`config.mk`:
```
export PLATFORM = sky130hd
export DESIGN_NAME = tour_cmd
export DESIGN_NICKNAME = d
export VERILOG_FILES = /design/src/rtl/tour_pkg.sv /design/src/rtl/tour_cmd_move_decode.sv /design/src/rtl/tour_cmd.sv
export SDC_FILE = /design/constraint.sdc
export NUM_CORES = 1
export LEC_CHECK = 0
export ABC_AREA = 1
export BUFFER_PORTS_ARGS = -buffer_cell sky130_fd_sc_hd__buf_4
export CAP_MARGIN = 15
export CORE_MARGIN = 3
export CORE_UTILIZATION = 35
export DETAILED_ROUTE_END_ITERATION = 12
export GPL_TIMING_DRIVEN = 0
export HOLD_SLACK_MARGIN = 0.05
export PLACE_DENSITY = 0.69
export SYNTH_ARGS = -nofsm -noshare
export SYNTH_HDL_FRONTEND = slang
export SYNTH_SLANG_ARGS = --single-unit
```
`constraint.sdc`:
```
create_clock -name clk -period 1.2 [get_ports clk]
set_clock_uncertainty 0.05 [all_clocks]
set_input_delay 0.12 -clock clk [delete_from_list [all_inputs] [get_ports clk]]
set_output_delay 0.12 -clock clk [all_outputs]
set_load 0.03 [all_outputs]
```
`src/rtl/tour_pkg.sv`:
```
// Shared opcodes, headings, response codes and FSM state type for the tour command initiator.
package tour_pkg;

  localparam logic [3:0] OP_MOVE    = 4'h2;
  localparam logic [3:0] OP_MOVE_FF = 4'h3;

  localparam logic [7:0] HDG_N = 8'h00;
  localparam logic [7:0] HDG_W = 8'h3F;
  localparam logic [7:0] HDG_S = 8'h7F;
  localparam logic [7:0] HDG_E = 8'hBF;

  localparam logic [7:0] RESP_DONE = 8'hA5;
  localparam logic [7:0] RESP_BUSY = 8'h5A;

  typedef enum logic [2:0] {
    IDLE,
    LOAD,
    VERT,
    VERT_WAIT,
    HORZ,
    HORZ_WAIT
  } tour_state_t;

endpackage

```
`src/rtl/tour_cmd_move_decode.sv`:
```
// One-hot knight move to vertical/horizontal command pair; lowest set bit wins.
module move_decode
  import tour_pkg::*;
(
  input  logic [7:0]  i_move,
  output logic [15:0] o_vert_cmd,
  output logic [15:0] o_horz_cmd,
  output logic        o_valid
);

  always_comb begin
    o_vert_cmd = '0;
    o_horz_cmd = '0;
    o_valid    = |i_move;
    casez (i_move)
      8'b???????1: begin o_vert_cmd = {OP_MOVE, HDG_N, 4'd2}; o_horz_cmd = {OP_MOVE_FF, HDG_E, 4'd1}; end
      8'b??????10: begin o_vert_cmd = {OP_MOVE, HDG_N, 4'd2}; o_horz_cmd = {OP_MOVE_FF, HDG_W, 4'd1}; end
      8'b?????100: begin o_vert_cmd = {OP_MOVE, HDG_N, 4'd1}; o_horz_cmd = {OP_MOVE_FF, HDG_W, 4'd2}; end
      8'b????1000: begin o_vert_cmd = {OP_MOVE, HDG_S, 4'd1}; o_horz_cmd = {OP_MOVE_FF, HDG_W, 4'd2}; end
      8'b???10000: begin o_vert_cmd = {OP_MOVE, HDG_S, 4'd2}; o_horz_cmd = {OP_MOVE_FF, HDG_W, 4'd1}; end
      8'b??100000: begin o_vert_cmd = {OP_MOVE, HDG_S, 4'd2}; o_horz_cmd = {OP_MOVE_FF, HDG_E, 4'd1}; end
      8'b?1000000: begin o_vert_cmd = {OP_MOVE, HDG_S, 4'd1}; o_horz_cmd = {OP_MOVE_FF, HDG_E, 4'd2}; end
      8'b10000000: begin o_vert_cmd = {OP_MOVE, HDG_N, 4'd1}; o_horz_cmd = {OP_MOVE_FF, HDG_E, 4'd2}; end
      default: ;
    endcase
  end

endmodule

```
`src/rtl/tour_cmd.sv`:
```
// Tour command initiator: passes UART commands through in IDLE, otherwise
// issues each knight move as a vertical leg then a horizontal leg with fanfare.
module tour_cmd
  import tour_pkg::*;
#(
  parameter int unsigned NUM_MOVES = 24
) (
  input  logic        clk,
  input  logic        rst_n,
  input  logic        start_tour,
  input  logic [7:0]  move,
  output logic [4:0]  mv_indx,
  input  logic [15:0] cmd_UART,
  input  logic        cmd_rdy_UART,
  output logic        clr_cmd_rdy_UART,
  output logic [15:0] cmd,
  output logic        cmd_rdy,
  input  logic        clr_cmd_rdy,
  input  logic        send_resp,
  output logic [7:0]  resp
);

  localparam logic [4:0] LAST_IDX = 5'(NUM_MOVES - 1);

  tour_state_t r_state, w_next;
  logic [4:0]  r_mv_indx;
  logic [7:0]  r_resp;
  logic [15:0] r_vert_cmd, r_horz_cmd;
  logic [15:0] w_vert_cmd, w_horz_cmd;
  logic        w_move_valid;
  logic        w_last;
  logic        w_leg_done;

  // The held move is kept in decoded form so both legs come straight from registers.
  move_decode u_move_decode (
    .i_move     (move),
    .o_vert_cmd (w_vert_cmd),
    .o_horz_cmd (w_horz_cmd),
    .o_valid    (w_move_valid)
  );

  assign w_last     = (r_mv_indx == LAST_IDX);
  assign w_leg_done = send_resp && (((r_state == HORZ) && clr_cmd_rdy) || (r_state == HORZ_WAIT));

  always_ff @(posedge clk) begin
    if (!rst_n) begin
      r_state    <= IDLE;
      r_mv_indx  <= '0;
      r_resp     <= RESP_DONE;
      r_vert_cmd <= '0;
      r_horz_cmd <= '0;
    end else begin
      r_state <= w_next;
      if ((r_state == IDLE) && start_tour) begin
        r_mv_indx <= '0;
        r_resp    <= RESP_BUSY;
      end
      if (r_state == LOAD) begin
        r_vert_cmd <= w_vert_cmd;
        r_horz_cmd <= w_horz_cmd;
        if (!w_move_valid) r_resp <= RESP_DONE;
      end
      if (w_leg_done) begin
        if (w_last) r_resp    <= RESP_DONE;
        else        r_mv_indx <= r_mv_indx + 5'd1;
      end
    end
  end

  // A completion arriving with the clear skips the wait state entirely.
  always_comb begin
    w_next = r_state;
    unique case (r_state)
      IDLE:      if (start_tour) w_next = LOAD;
      LOAD:      w_next = w_move_valid ? VERT : IDLE;
      VERT:      if (clr_cmd_rdy) w_next = send_resp ? HORZ : VERT_WAIT;
      VERT_WAIT: if (send_resp) w_next = HORZ;
      HORZ:      if (clr_cmd_rdy) w_next = send_resp ? (w_last ? IDLE : LOAD) : HORZ_WAIT;
      HORZ_WAIT: if (send_resp) w_next = w_last ? IDLE : LOAD;
      default:   w_next = IDLE;
    endcase
  end

  always_comb begin
    cmd              = '0;
    cmd_rdy          = 1'b0;
    clr_cmd_rdy_UART = 1'b0;
    unique case (r_state)
      IDLE: begin
        cmd              = cmd_UART;
        cmd_rdy          = cmd_rdy_UART;
        clr_cmd_rdy_UART = clr_cmd_rdy;
      end
      VERT:      begin cmd = r_vert_cmd; cmd_rdy = 1'b1; end
      VERT_WAIT: cmd = r_vert_cmd;
      HORZ:      begin cmd = r_horz_cmd; cmd_rdy = 1'b1; end
      HORZ_WAIT: cmd = r_horz_cmd;
      default: ;
    endcase
  end

  assign mv_indx = r_mv_indx;
  assign resp    = r_resp;

endmodule

```
### Word level (Yosys, flattened, before mapping)

Index checks and enable logic that the tools add are counted.

| storage, ports and cells | value |
|---|---|
| output and inout bits | 31 |
| bits of input ports | 30 |
| bits in registers | 48 |
| logic and storage cells | 65 |

| cells by class | value |
|---|---|
| muxes and demuxes | 23 |
| eq/ne operators | 18 |
| add/subtract/negate cells | 1 |
| reductions and logical operators | 18 |

Operators with widths:

| kind | count |
|---|---|
| $pmux W14 S4 | 2 |
| $pmux W16 S3 | 1 |
| $mux W8 | 5 |
| $reduce_or A2 Y1 | 11 |
| $mux W3 | 7 |
| $pmux W3 S6 | 1 |
| $mux W5 | 3 |
| $eq A5 B5 Y1 const B | 2 |
| $ne A2 B2 Y1 const B | 5 |
| $eq A3 B3 Y1 const B | 3 |
| $eq A8 B8 Y1 const B | 1 |
| $reduce_or A8 Y1 | 1 |
| $eq A7 B7 Y1 const B | 1 |
| $eq A3 B2 Y1 const B | 2 |
| $eq A6 B6 Y1 const B | 1 |
| $add A5 B1 Y5 const B | 1 |
| $reduce_and A5 Y1 | 1 |
| $eq A4 B4 Y1 const B | 1 |
| $eq A3 B1 Y1 const B | 1 |
| $logic_and A1 B1 Y1 | 3 |
| $logic_not A3 Y1 | 1 |
| $eq A2 B2 Y1 const B | 1 |
| $mux W1 | 2 |
| $mux W2 | 1 |
| 2 further kinds | 2 |

### Longest topological paths before layout

| logic depth | value |
|---|---|
| depth after elaboration | 7 |
| gate-level depth with buffers | 9 |

### Cells and area by module

Synthesis repeated with hierarchy kept, for this count alone.

| second synthesis, totals | value |
|---|---|
| cell total of the unflattened synthesis | 354 |
| area total of the unflattened synthesis | 2607.5 sq um |

Modules (own cells, without submodules):

| module | area an instance (sq um) | cells an instance | seq. area each (sq um) | instances |
|---|---|---|---|---|
| tour_cmd | 2280.9 | 306 | 960.9 | 1 |
| move_decode | 326.6 | 48 | 0.0 | 1 |

### Worst setup path after synthesis

No wires, ideal clock.

| timing | value |
|---|---|
| path type | register to register |
| from | reg r_mv_indx[0], in the netlist mv_indx[0] |
| to | reg r_resp[1], in the netlist resp[1] |
| setup slack | -0.270 ns |
| arrival time | 1.303 ns |
| path buffers | 0 |
| cell stages (with the launch flop) | 7 |
| cell sequence | dfxtp_1 > ha_1 > nand4_1 > inv_1 > nand2_1 > nand2_2 > a21oi_1 |

| on the way | value |
|---|---|
| cells in the longest elaborated chain, start to end | 3 |

RTL lines:

| what | RTL line | RTL |
|---|---|---|
| start, declared | tour_cmd.sv:26 | `logic [4:0] r_mv_indx;` |
| start signal, assigned | tour_cmd.sv:65 | `else r_mv_indx <= r_mv_indx + 5'd1;` |
| $eq A5 B5 Y1 | tour_cmd.sv:42 | `assign w_last = (r_mv_indx == LAST_IDX);` |
| $mux W8 | tour_cmd.sv:64 | `if (w_last) r_resp <= RESP_DONE;` |
| $mux W8 | tour_cmd.sv:63 | `if (w_leg_done) begin` |
| end signal, assigned | tour_cmd.sv:49 | `r_resp <= RESP_DONE;` |
| end signal, assigned | tour_cmd.sv:61 | `if (!w_move_valid) r_resp <= RESP_DONE;` |
| end signal, assigned | tour_cmd.sv:64 |  |
| end, declared | tour_cmd.sv:27 | `logic [7:0] r_resp;` |

Every way passes these cells.
A chain may end at the register's enable or synchronous reset.

### Worst setup path after layout

| timing | value |
|---|---|
| from | reg r_state[1] |
| to | out cmd[6] |

| on the way | value |
|---|---|
| cells in the longest elaborated chain, start to end | 3 |
| elaborated cells on any way between the ends | 8 |
| classes of those cells | eq/ne: 4; mux: 1; reduce/logical: 3 |

RTL lines:

| what | RTL line | RTL |
|---|---|---|
| start, declared | tour_cmd.sv:25 | `tour_state_t r_state, w_next;` |
| start signal, assigned | tour_cmd.sv:53 | `r_state <= w_next;` |
| $eq A3 B3 Y1 / $eq A3 B2 Y1 (equally long branches) | tour_cmd.sv:88 | `unique case (r_state)` |
| $reduce_or A2 Y1 (no source line) | n/a |  |
| $pmux W16 S3 (*) | tour_cmd.sv:88 |  |
| end, declared | tour_cmd.sv:16 | `output logic [15:0] cmd,` |

Mark *: on every way between the ends. The rest lies on a longest branch, timed or not.

==> reports/qor.txt <==
DP HPWL: 2.81 mm
Routed Antenna Nets: 0
Final max-slew violation count: 0
Gr usage total: 18.7%
Cell total after placement: 315
Max incr delay on CP: 390 ps
Slew @ Worst Pin: 628 ps
Post-synth EDFFs: 0
Status: finished with violations
Antenna diodes: 0
Seq cells post-synth: 24
WHS Endpoint: mv_indx[1]
Total negative setup slack: -7810 ps
Num rows: 21
Hold depth: 3
Post-Syn Area: 1340 µm²
Cells after Synth: 209
Die width: 67.8 µm
Clock Sink Count: 24
Clock buffer count from CTS: 3
Slowest stage cell, crit path: dfxtp_4
Die area: 4600 µm²
Dominant cell by count in the synthesized netlist: nand2_1
Nets: 331
R2R setup slack: -210 ps
Crit path capture type: output pin
DRC viols: 0
Synth top area cells: dfxtp_1, nand2_1, a21oi_1
CP cell instances: nor2_4 > nand2_4 > inv_6 > buf_8 > nand2_2 > nand2_4 > buf_6
Finished Core Util: 77.6%
Initial antenna violation count: 0
Crit Path Max Fanout: 6
Ys Warns: 0
Wirelength, routed: 5.08 mm
Post-layout worst setup margin: -325 ps
Crit path launch: r_state[1]
R2R Path Start: r_state[1]
Post-synth top flop: dfxtp_1
Global-route wire length before repair: 6.55 mm
Violated checks: negative setup slack
VDD IR max: 1.09 mV
Final setup violation count: 42
Root Driver: clkbuf_8
Fraction of layout cells with a size suffix above 1: 62.2%
Synth top area share: 35.9%
Fmax: 0.656 GHz
CTS tree: built
Worst-Skew Late Latency: 270 ps
Per-cell routed wire length: 14.7 µm
Leakage Power: 1.31 nW
GP Congestion: 0.905
Core area: 3490 µm²
Smallest hold slack: 58.8 ps
Final count of hold timing violations: 0
Fill cells: 248
Tmin final: 1520 ps
Final worst-path cycle share: 127%
Iter 0 DRT Violations: 74
Pre-antenna DRT Iters: 4
Most instantiated cells after synthesis: nand2_1, dfxtp_1, a21oi_1
Most used cell, CP: nand2_4
Worst Path Arrival: 1350 ps
Syn-to-layout area delta: 102%
Synthesized Nets: 240
Family with the most delay on the worst path: flip-flops
Largest net degree at the start of global routing: 14
Hold path start: rst_n
CP required: 1030 ps
Avg Cell Area, Syn: 6.41 µm²
Worst setup SP type: register
Max-slew headroom: 58.1%
Max Buffers Root-to-Sink: 2
Critical path type: reg -> out
Chip height: 67.8 µm
Vias per inst: 5.04
Ys async rst share: 0%
Worst slack, placed: -242 ps
Starting utilization of the core area: 38.3%
Reg2reg end: mv_indx[3]
Top cell type by total area after synthesis: dfxtp_1
Library cells used by synthesis: 27
Max Cap Violations: 0
Grt ovf: 0
P per Cell Area: 2140 nW/µm²
Number of I/O port buffers: 60
Worst hold-check path type: in -> reg
Via count: 1740
Clock slew at the register clock pins of the worst setup and hold paths: 90 ps
Ports: 61
Max H-tree Level: 1
Fin cells: 345
Reg2Reg Depth: 8
Sequential share of the synthesized area: 35.9%
RSZ-0062 raised after global routing: true
Critical path buffer and inverter count: 3
Number of global-route vias before repair: 1555
-- power by group --
group / internal (W) / switching [W] / total [W]
clock: 0.000229 / 0.000264 / 0.000493
combinational: 0.00181 / 0.00234 / 0.00415
sequential: 0.000982 / 0.000180 / 0.00116
total: 0.00302 / 0.00278 / 0.00581
-- tightest hold or removal path: cells and delay by family --
| kind | cells | cell delay, ps |
|---|---|---|
| buffers and inverters | 1 | 120 |
| AOI/OAI and AO/OA | 1 | 70 |
| and+or+nand+nor | 1 | 50 |
-- sequential cells by signal, summed over array words and instances (netlist names) --
| name | cells |
|---|---|
| r_vert_cmd | 4 |
| resp | 8 |
| mv_indx | 5 |
| r_state | 3 |
| r_horz_cmd | 4 |
-- cell type report --
cell class | count | area [µm²] | share of cell area [%]
well taps | 46 | 57.6 | 2.12
clock inverters | 1 | 3.75 | 0.139
plain buffers | 3 | 30.0 | 1.11
inverters | 25 | 121 | 4.48
clock buffers | 3 | 41.3 | 1.52
repair buffers | 87 | 772 | 28.5
flip-flops and latches | 24 | 503 | 18.6
multi-input cells | 155 | 1170 | 43.3
repair inverters | 1 | 7.51 | 0.277
-- kinds of logic after synthesis --
logic type / after synthesis / synth area share [%]
buffers and inverters: 30 / 9.91
AOI/OAI and AO/OA: 34 / 13.9
xor gates and xnor gates: 1 / 0.654
and+or+nand+nor: 119 / 38.7
DFF: 24 / 35.9
adders and majority gates: 1 / 0.934
-- placed cells by master, fill, tap and decap left out, types with 4 or more instances in the layout --
cell / count
nor2_4: 9
buf_6: 30
buf_4: 56
a21oi_1: 14
dfxtp_4: 5
dfxtp_1: 16
nand2_4: 24
nor2_1: 8
a21oi_2: 8
nand3_2: 5
nand3_1: 9
nand3_4: 4
nand2_1: 30
nand2_2: 20
inv_1: 18
-- stage by stage --
stage / area, µm² / power, W
2_1_floorplan: 1490 / 0.00294
3_3_place_gp: 1990 / 0.00373
3_5_place_dp: 1990 / 0.00375
4_1_cts: 2350 / 0.00496
5_1_grt: 2710 / 0.00611
6_report: 2710 / 0.00581
-- timing repair --
item	CTS	global route
gates cloned	3	0
pin swaps	8	18
hold buffers	1	0
endpoints found under the setup margin	42	42
gates resized for setup	53	81
setup buffers	14	11
hold endpoints to repair	1	0
-- metal layers --
layer,routed length [µm],GRT usage (%),vias to the layer above
li1,-,-,852
met1,2010,21.1,815
met2,2570,32.4,65
met3,408,4.43,8
met4,101,9.68,0
met5,0,0,-
-- how the worst max path moves through the flow --
| stage | end | cells after the start |
|---|---|---|
| after floorplan | resp[1] | 7 |
| after detailed placement | cmd[1] | 8 |
| after global placement | cmd[1] | 8 |
| final | cmd[6] | 7 |
| after global routing | cmd[5] | 7 |
| after CTS | cmd[1] | 8 |
(Power assumes the default switching activity.)
